**src/rtl/ram_port_arbiter_pkg.sv**
```systemverilog
// Shared types and constants for the single-port RAM arbiter.
// FSM state encodings, data-port op codes (NONE is the idle/default op),
// and byte-strobe patterns used when RAM_BYTE_STROBE_EN is defined.
package ram_port_arbiter_pkg;

  typedef enum logic [2:0] {
    ST_IDLE    = 3'd0,
    ST_RD      = 3'd1,
    ST_RMW_RD  = 3'd2,
    ST_RMW_WR  = 3'd3,
    ST_WR      = 3'd4,
    ST_NOP_ACK = 3'd5
  } state_e;

  localparam logic [3:0] OP_NONE = 4'd0;
  localparam logic [3:0] OP_LB   = 4'd1;
  localparam logic [3:0] OP_LH   = 4'd2;
  localparam logic [3:0] OP_LW   = 4'd3;
  localparam logic [3:0] OP_LBU  = 4'd4;
  localparam logic [3:0] OP_LHU  = 4'd5;
  localparam logic [3:0] OP_SB   = 4'd6;
  localparam logic [3:0] OP_SH   = 4'd7;
  localparam logic [3:0] OP_SW   = 4'd8;

  localparam logic [3:0] BE_ALL     = 4'b1111;
  localparam logic [3:0] BE_LO_HALF = 4'b0011;
  localparam logic [3:0] BE_HI_HALF = 4'b1100;
  localparam logic [3:0] BE_BYTE0   = 4'b0001;

  function automatic logic op_is_load(input logic [3:0] op);
    return (op == OP_LB) || (op == OP_LH) || (op == OP_LW) ||
           (op == OP_LBU) || (op == OP_LHU);
  endfunction

endpackage

```
**src/rtl/ram_port_arbiter_store_merge.sv**
```systemverilog
// ram_store_merge: combinational read-modify-write merge for sub-word stores.
// SB replaces the byte at offset[1:0]; SH replaces the half at offset[1]
// (offset[0] ignored); SW returns the store word; other ops pass old_i.
module ram_store_merge
  import ram_port_arbiter_pkg::*;
(
  input  logic [3:0]  op_i,
  input  logic [1:0]  offset_i,
  input  logic [31:0] old_i,
  input  logic [31:0] data_i,
  output logic [31:0] merged_o
);

  // Overlay the right-aligned store data onto the selected lane(s).
  always_comb begin
    merged_o = old_i;
    case (op_i)
      OP_SB: begin
        case (offset_i)
          2'd0:    merged_o[7:0]   = data_i[7:0];
          2'd1:    merged_o[15:8]  = data_i[7:0];
          2'd2:    merged_o[23:16] = data_i[7:0];
          default: merged_o[31:24] = data_i[7:0];
        endcase
      end
      OP_SH: begin
        if (offset_i[1]) merged_o[31:16] = data_i[15:0];
        else             merged_o[15:0]  = data_i[15:0];
      end
      OP_SW:   merged_o = data_i;
      default: merged_o = old_i;
    endcase
  end

endmodule

```
**src/rtl/ram_port_arbiter.sv**
```systemverilog
// ram_port_arbiter: arbitrates fetch and data requesters onto one RAM port.
// Data has priority unless the previous grant went to data and fetch is
// waiting. Commands and acks are registered; read data is passed through
// combinationally while the owner's ack is high.
// Optional feature macro: RAM_BYTE_STROBE_EN (adds ram_be_o; sub-word stores
// become single strobed writes instead of read-modify-write).
// Handshake: a requester raises req with its operands and holds them until
// it sees its one-cycle ack; operands are latched at grant, and no new grant
// is made in an ack cycle, so a held req is never served twice.
module ram_port_arbiter
  import ram_port_arbiter_pkg::*;
#(
  parameter int ADDR_WIDTH = 32,
  parameter int DATA_WIDTH = 32
) (
  input  logic                  clk_i,
  input  logic                  rst_n_i,
  input  logic                  if_req_i,
  input  logic [ADDR_WIDTH-1:0] if_addr_i,
  output logic                  if_ack_o,
  output logic [DATA_WIDTH-1:0] if_rdata_o,
  input  logic                  d_req_i,
  input  logic [3:0]            d_op_i,
  input  logic [ADDR_WIDTH-1:0] d_addr_i,
  input  logic [DATA_WIDTH-1:0] d_wdata_i,
  output logic                  d_ack_o,
  output logic [DATA_WIDTH-1:0] d_rdata_o,
  output logic                  ram_en_o,
  output logic                  ram_we_o,
  output logic [ADDR_WIDTH-1:0] ram_addr_o,
  output logic [DATA_WIDTH-1:0] ram_wdata_o,
  input  logic [DATA_WIDTH-1:0] ram_rdata_i,
`ifdef RAM_BYTE_STROBE_EN
  output logic [3:0]            ram_be_o,
`endif
  output logic [2:0]            dbg_state_o
);

  localparam logic [ADDR_WIDTH-1:0] WORD_MASK = {{(ADDR_WIDTH-2){1'b1}}, 2'b00};

  state_e                state_q, state_d;
  logic                  last_data_q, last_data_d;  // 1: last grant (and current owner) is data
  logic                  ram_en_q, ram_en_d;
  logic                  ram_we_q, ram_we_d;
  logic [ADDR_WIDTH-1:0] ram_addr_q, ram_addr_d;
  logic [DATA_WIDTH-1:0] ram_wdata_q, ram_wdata_d;
  logic                  if_ack_q, if_ack_d;
  logic                  d_ack_q, d_ack_d;
`ifdef RAM_BYTE_STROBE_EN
  logic [3:0]            ram_be_q, ram_be_d;
`else
  logic [3:0]            op_q, op_d;
  logic [1:0]            off_q, off_d;
  logic [DATA_WIDTH-1:0] st_data_q, st_data_d;
  logic [DATA_WIDTH-1:0] merged;
`endif

  logic ack_cycle, gnt_data, gnt_fetch;
  assign ack_cycle = if_ack_q | d_ack_q;
  assign gnt_data  = d_req_i & (~if_req_i | ~last_data_q);
  assign gnt_fetch = if_req_i & ~gnt_data;

  // Next-state and next registered command/ack values.
  always_comb begin
    state_d     = state_q;
    last_data_d = last_data_q;
    ram_en_d    = 1'b0;
    ram_we_d    = 1'b0;
    ram_addr_d  = '0;
    ram_wdata_d = '0;
    if_ack_d    = 1'b0;
    d_ack_d     = 1'b0;
`ifdef RAM_BYTE_STROBE_EN
    ram_be_d    = 4'b0000;
`else
    op_d        = op_q;
    off_d       = off_q;
    st_data_d   = st_data_q;
`endif
    case (state_q)
      ST_IDLE: begin
        if (!ack_cycle && gnt_data) begin
          last_data_d = 1'b1;
`ifndef RAM_BYTE_STROBE_EN
          op_d      = d_op_i;
          off_d     = d_addr_i[1:0];
          st_data_d = d_wdata_i;
`endif
          if (op_is_load(d_op_i)) begin
            ram_en_d   = 1'b1;
            ram_addr_d = d_addr_i & WORD_MASK;
`ifdef RAM_BYTE_STROBE_EN
            ram_be_d   = BE_ALL;
`endif
            state_d    = ST_RD;
          end else if (d_op_i == OP_SW) begin
            ram_en_d    = 1'b1;
            ram_we_d    = 1'b1;
            ram_addr_d  = d_addr_i & WORD_MASK;
            ram_wdata_d = d_wdata_i;
`ifdef RAM_BYTE_STROBE_EN
            ram_be_d    = BE_ALL;
`endif
            d_ack_d     = 1'b1;
            state_d     = ST_WR;
          end else if ((d_op_i == OP_SB) || (d_op_i == OP_SH)) begin
            ram_en_d   = 1'b1;
            ram_addr_d = d_addr_i & WORD_MASK;
`ifdef RAM_BYTE_STROBE_EN
            ram_we_d = 1'b1;
            if (d_op_i == OP_SB) begin
              ram_wdata_d = {4{d_wdata_i[7:0]}};
              ram_be_d    = BE_BYTE0 << d_addr_i[1:0];
            end else begin
              ram_wdata_d = {2{d_wdata_i[15:0]}};
              ram_be_d    = d_addr_i[1] ? BE_HI_HALF : BE_LO_HALF;
            end
            d_ack_d = 1'b1;
            state_d = ST_WR;
`else
            state_d = ST_RMW_RD;
`endif
          end else begin
            d_ack_d = 1'b1;
            state_d = ST_NOP_ACK;
          end
        end else if (!ack_cycle && gnt_fetch) begin
          last_data_d = 1'b0;
          ram_en_d    = 1'b1;
          ram_addr_d  = if_addr_i & WORD_MASK;
`ifdef RAM_BYTE_STROBE_EN
          ram_be_d    = BE_ALL;
`endif
          state_d     = ST_RD;
        end
      end
      ST_RD: begin
        if (last_data_q) d_ack_d  = 1'b1;
        else             if_ack_d = 1'b1;
        state_d = ST_IDLE;
      end
      ST_RMW_RD: begin
        // Old word arrives next cycle; the merged write goes out with it.
        ram_en_d   = 1'b1;
        ram_we_d   = 1'b1;
        ram_addr_d = ram_addr_q;
        d_ack_d    = 1'b1;
        state_d    = ST_RMW_WR;
      end
      default: state_d = ST_IDLE;
    endcase
  end

  // State, latched operands and registered RAM command / ack outputs.
  always_ff @(posedge clk_i or negedge rst_n_i) begin
    if (!rst_n_i) begin
      state_q     <= ST_IDLE;
      last_data_q <= 1'b0;
      ram_en_q    <= 1'b0;
      ram_we_q    <= 1'b0;
      ram_addr_q  <= '0;
      ram_wdata_q <= '0;
      if_ack_q    <= 1'b0;
      d_ack_q     <= 1'b0;
`ifdef RAM_BYTE_STROBE_EN
      ram_be_q    <= 4'b0000;
`else
      op_q        <= OP_NONE;
      off_q       <= 2'd0;
      st_data_q   <= '0;
`endif
    end else begin
      state_q     <= state_d;
      last_data_q <= last_data_d;
      ram_en_q    <= ram_en_d;
      ram_we_q    <= ram_we_d;
      ram_addr_q  <= ram_addr_d;
      ram_wdata_q <= ram_wdata_d;
      if_ack_q    <= if_ack_d;
      d_ack_q     <= d_ack_d;
`ifdef RAM_BYTE_STROBE_EN
      ram_be_q    <= ram_be_d;
`else
      op_q        <= op_d;
      off_q       <= off_d;
      st_data_q   <= st_data_d;
`endif
    end
  end

`ifdef RAM_BYTE_STROBE_EN
  assign ram_wdata_o = ram_wdata_q;
  assign ram_be_o    = ram_be_q;
`else
  ram_store_merge u_merge (
    .op_i     (op_q),
    .offset_i (off_q),
    .old_i    (ram_rdata_i),
    .data_i   (st_data_q),
    .merged_o (merged)
  );
  // The old word is only available in the write cycle, so the merged word is
  // steered onto the write bus there; all other writes come from the register.
  assign ram_wdata_o = (state_q == ST_RMW_WR) ? merged : ram_wdata_q;
`endif

  assign ram_en_o    = ram_en_q;
  assign ram_we_o    = ram_we_q;
  assign ram_addr_o  = ram_addr_q;
  assign if_ack_o    = if_ack_q;
  assign d_ack_o     = d_ack_q;
  assign if_rdata_o  = if_ack_q ? ram_rdata_i : '0;
  assign d_rdata_o   = d_ack_q ? ram_rdata_i : '0;
  assign dbg_state_o = state_q;

endmodule

```
**config.mk**
```make
export PLATFORM = sky130hd
export DESIGN_NAME = ram_port_arbiter
export DESIGN_NICKNAME = d
export VERILOG_FILES = /design/src/rtl/ram_port_arbiter_pkg.sv /design/src/rtl/ram_port_arbiter_store_merge.sv /design/src/rtl/ram_port_arbiter.sv
export SDC_FILE = /design/constraint.sdc
export NUM_CORES = 1
export LEC_CHECK = 0
export ABC_AREA = 1
export CELL_PAD_IN_SITES_DETAIL_PLACEMENT = 0
export CELL_PAD_IN_SITES_GLOBAL_PLACEMENT = 1
export CORE_MARGIN = 5
export CORE_UTILIZATION = 31
export CTS_BUF_LIST = sky130_fd_sc_hd__clkbuf_4 sky130_fd_sc_hd__clkbuf_8
export DETAILED_ROUTE_END_ITERATION = 8
export GPL_ROUTABILITY_DRIVEN = 0
export PLACE_DENSITY_LB_ADDON = 0.1
export SYNTH_ARGS = -nofsm -noshare
export SYNTH_HDL_FRONTEND = slang
export SYNTH_SLANG_ARGS = --single-unit
export TNS_END_PERCENT = 5
```
**constraint.sdc**
```tcl
create_clock -name clk_i -period 1.85 [get_ports clk_i]
set_input_delay 0.37 -clock clk_i [delete_from_list [all_inputs] [get_ports clk_i]]
set_output_delay 0.37 -clock clk_i [all_outputs]
set_load 0.02 [all_outputs]
```
==> qor.csv <==
metric,value,unit
outcome,finished with violations,
violations_in_the_final_reports,negative setup slack,
cp-end-kind,primary output,
cts-buffers-inserted,9,
ys_dominant_reg_cell,sky130_fd_sc_hd__dfrtp_1,
drt.antenna.violating_nets,0,
post-layout-total-power,0.0154,W
antenna_violations_before_repair,1,
synth_enable_flop_cells,0,
dp_hpwl,20.4,mm
yosysUniqueCellTypes,23,
hp-class,in2async,
highest-signal-layer,met4,
groute.usage.overall,0.212,
register_area,2710,um^2
fillCellCount,2467,
async_s_r_ff_share_synth,1.00,
tightestPinTransition,0.607,ns
static-leakage-power,6.61,nW
ir_worst_vdd,0.579,mV
ys_seq_elements,108,
area_growth_syn_to_layout,60.1,%
drt-met1-wl,12.5,mm
yosys.area.top_type,sky130_fd_sc_hd__dfrtp_1,
post_synth_inst_count,1214,
clock_sinks,108,
timing.critical_path.fanout_max,7,
holdBufCountCts,0,
cts_root_buffer,sky130_fd_sc_hd__clkbuf_8,
post-route-drc-count,0,
cap_violations,0,
clockBufferDepth,2,
slowest_stage,sky130_fd_sc_hd__dfrtp_2,
top_level_ports,271,
core-area,23300,um^2
cts_tree,yes,
critical_path.most_common_cell,sky130_fd_sc_hd__nand2_1,
layout.cells.most_common_list,"sky130_fd_sc_hd__nand2_1 (580), sky130_fd_sc_hd__clkdlybuf4s50_1 (164), sky130_fd_sc_hd__inv_1 (154), sky130_fd_sc_hd__dfrtp_1 (102), sky130_fd_sc_hd__buf_4 (100)",
timing.final.setup_violations,32,
total_met2_wirelength_after_detailed_routing,13.5,mm
dpl_worst_slack,-0.600,ns
critPathKind,reg2out,
max_stage_delay,0.45,ns
drive_above_1_share,0.182,
pin_count_of_the_biggest_net_entering_global_routing,109,
timing_hold_violations_final,0,
drt_first_iter_violations,359,
holdWs,0.0172,ns
cts_max_level,3,
synth.yosys.seq_area_share,0.371,
postSynthAreaPerCell,5.99,um^2
avgViaCountPerCell,4.43,
routed_wl,29.1,mm
final.setup.worst_slack,-0.437,ns
worstPathCellList,nor2_4 > nand2_4 > nand2_8 > buf_8 > nand2_1 > nor2_1 > nand2_1 > nand2_1 > nand2_1 > buf_6,
layout_commonest_cell,sky130_fd_sc_hd__nand2_1,
ys_warn_count,0,
floorplan.die.width,163,um
global_route_wire_length_before_repair,44.3,mm
synthesis.area,7280,um^2
arrival,1.92,ns
setup_repair_after_global_routing_missed_its_margin,yes,
synth.area.top_cells,"sky130_fd_sc_hd__dfrtp_1 (37%), sky130_fd_sc_hd__nand2_1 (31%), sky130_fd_sc_hd__inv_1 (8.0%)",
multi_input_comb_area,3810,um^2
port_buffers,266,
worst_setup_hold_path_clk_slew,0.11,ns
dr_wl_met3,2.39,mm
critical-path-top-delay-family,simple AND/OR/NAND/NOR gates,
report.final.slew_viol_count,0,
max_slew_headroom_at_the_worst_pin,0.596,
critical_path.startpoint_type,register,
initial_utilization,0.313,
fin_worst_skew,0.0137,ns
via_count,8312,
overflow,0,
cp.buffers_inverters,2,
grt_pass1_vias,7935,
clock_latency,0.39,ns
die-area,26600,um^2
min_period_over_period,1.24,
core_rows,56,
finalWorstPathRequiredPeriod,2.29,ns
top_achievable_clock_speed,437,MHz
drt_pre_antenna_iters,5,
final_nets,1686,
critical_path_required,1.48,ns
wl_per_cell,15.5,um
post-synth-top-area-fraction,0.371,
cellPowerDensity,1320,nW/um^2
post-route-util,0.501,
fp.dieH,163,um
==> state kept, by name, indices dropped and copies added (netlist names) <==
name,count
ram_en_o,1
last_data_q,1
d_ack_o,1
st_data_q,32
off_q,2
ram_wdata_q,32
ram_we_o,1
dbg_state_o,3
op_q,4
if_ack_o,1
ram_addr_o,30
==> synth_stat cells (2+ instances only) <==
cell,n
sky130_fd_sc_hd__inv_2,3
sky130_fd_sc_hd__buf_1,4
sky130_fd_sc_hd__nand3_1,81
sky130_fd_sc_hd__nor2_1,105
sky130_fd_sc_hd__nor2_4,5
sky130_fd_sc_hd__buf_4,7
sky130_fd_sc_hd__buf_2,25
sky130_fd_sc_hd__dfrtp_1,108
sky130_fd_sc_hd__nand2_1,600
sky130_fd_sc_hd__clkbuf_1,32
sky130_fd_sc_hd__nor2_2,2
sky130_fd_sc_hd__nand3_4,2
sky130_fd_sc_hd__o21ai_0,51
sky130_fd_sc_hd__o211ai_1,26
sky130_fd_sc_hd__inv_1,155
==> worst paths after layout <==
check,startpoint,endpoint,slack (ns),cells after the start
worst min register to register,st_data_q[20],st_data_q[20],0.48,2
worst max-delay path,op_q[2],ram_wdata_o[21],-0.44,10
worst max register to register,dbg_state_o[0],st_data_q[11],0.28,7
worst min-delay path,rst_n_i,ram_addr_o[11],0.02,2
max in group asynchronous,rst_n_i,off_q[1],1.32,2
min in group clk_i,st_data_q[20],st_data_q[20],0.48,2
==> layout make-up <==
class                      count  share of cell area
sequential                   108               0.233
multi-input combinational    880               0.327
inverter                     158              0.0516
timing repair buffer         393               0.336
clock inverter                 6             0.00612
tap                          319              0.0342
antenna                        1            0.000215
clock buffer                  10              0.0118
==> kinds of logic (layout without fill, tap and decap cells) <==
| logic type | count (synthesis) | after routing | share of synthesized area |
|---|---|---|---|
| other | 1 | 3 | 0.000515 |
| buffers and inverters | 227 | 567 | 0.126 |
| flip-flops | 108 | 108 | 0.371 |
| AO/OA/AOI/OAI | 79 | 79 | 0.0636 |
| AND/OR/NAND/NOR | 799 | 799 | 0.438 |
==> metrics by stage <==
step,setup TNS (ns),cell area [um^2],std cells
final,-12.14,11700,1875
after global routing,-15.73,11700,1875
after CTS,-13.63,11600,1869
after detailed placement,-27.50,11100,1837
after global placement,-27.01,11100,1837
after floorplan,0,7280,1215
==> layer usage <==
metal	global-route usage	up-vias
li1	-	4314
met1	0.272	3687
met2	0.350	281
met3	0.0570	30
met4	0.0652	0
met5	0	-
==> where the power goes <==
group          total [W]  switching [W]  internal (W)
sequential       0.00363       0.000544       0.00309
combinational     0.0102        0.00586       0.00431
clock            0.00157       0.000890      0.000676
total             0.0154        0.00730       0.00807
==> repair_timing <==
action | in CTS | in global routing
setup endpoints to repair | 100 | 90
setup buffers | 10 | 2
pin swaps | 8 | 16
gates resized for setup | 314 | 123
gates cloned | 7 | 3
Note: power is estimated with default switching activity, not from simulation.
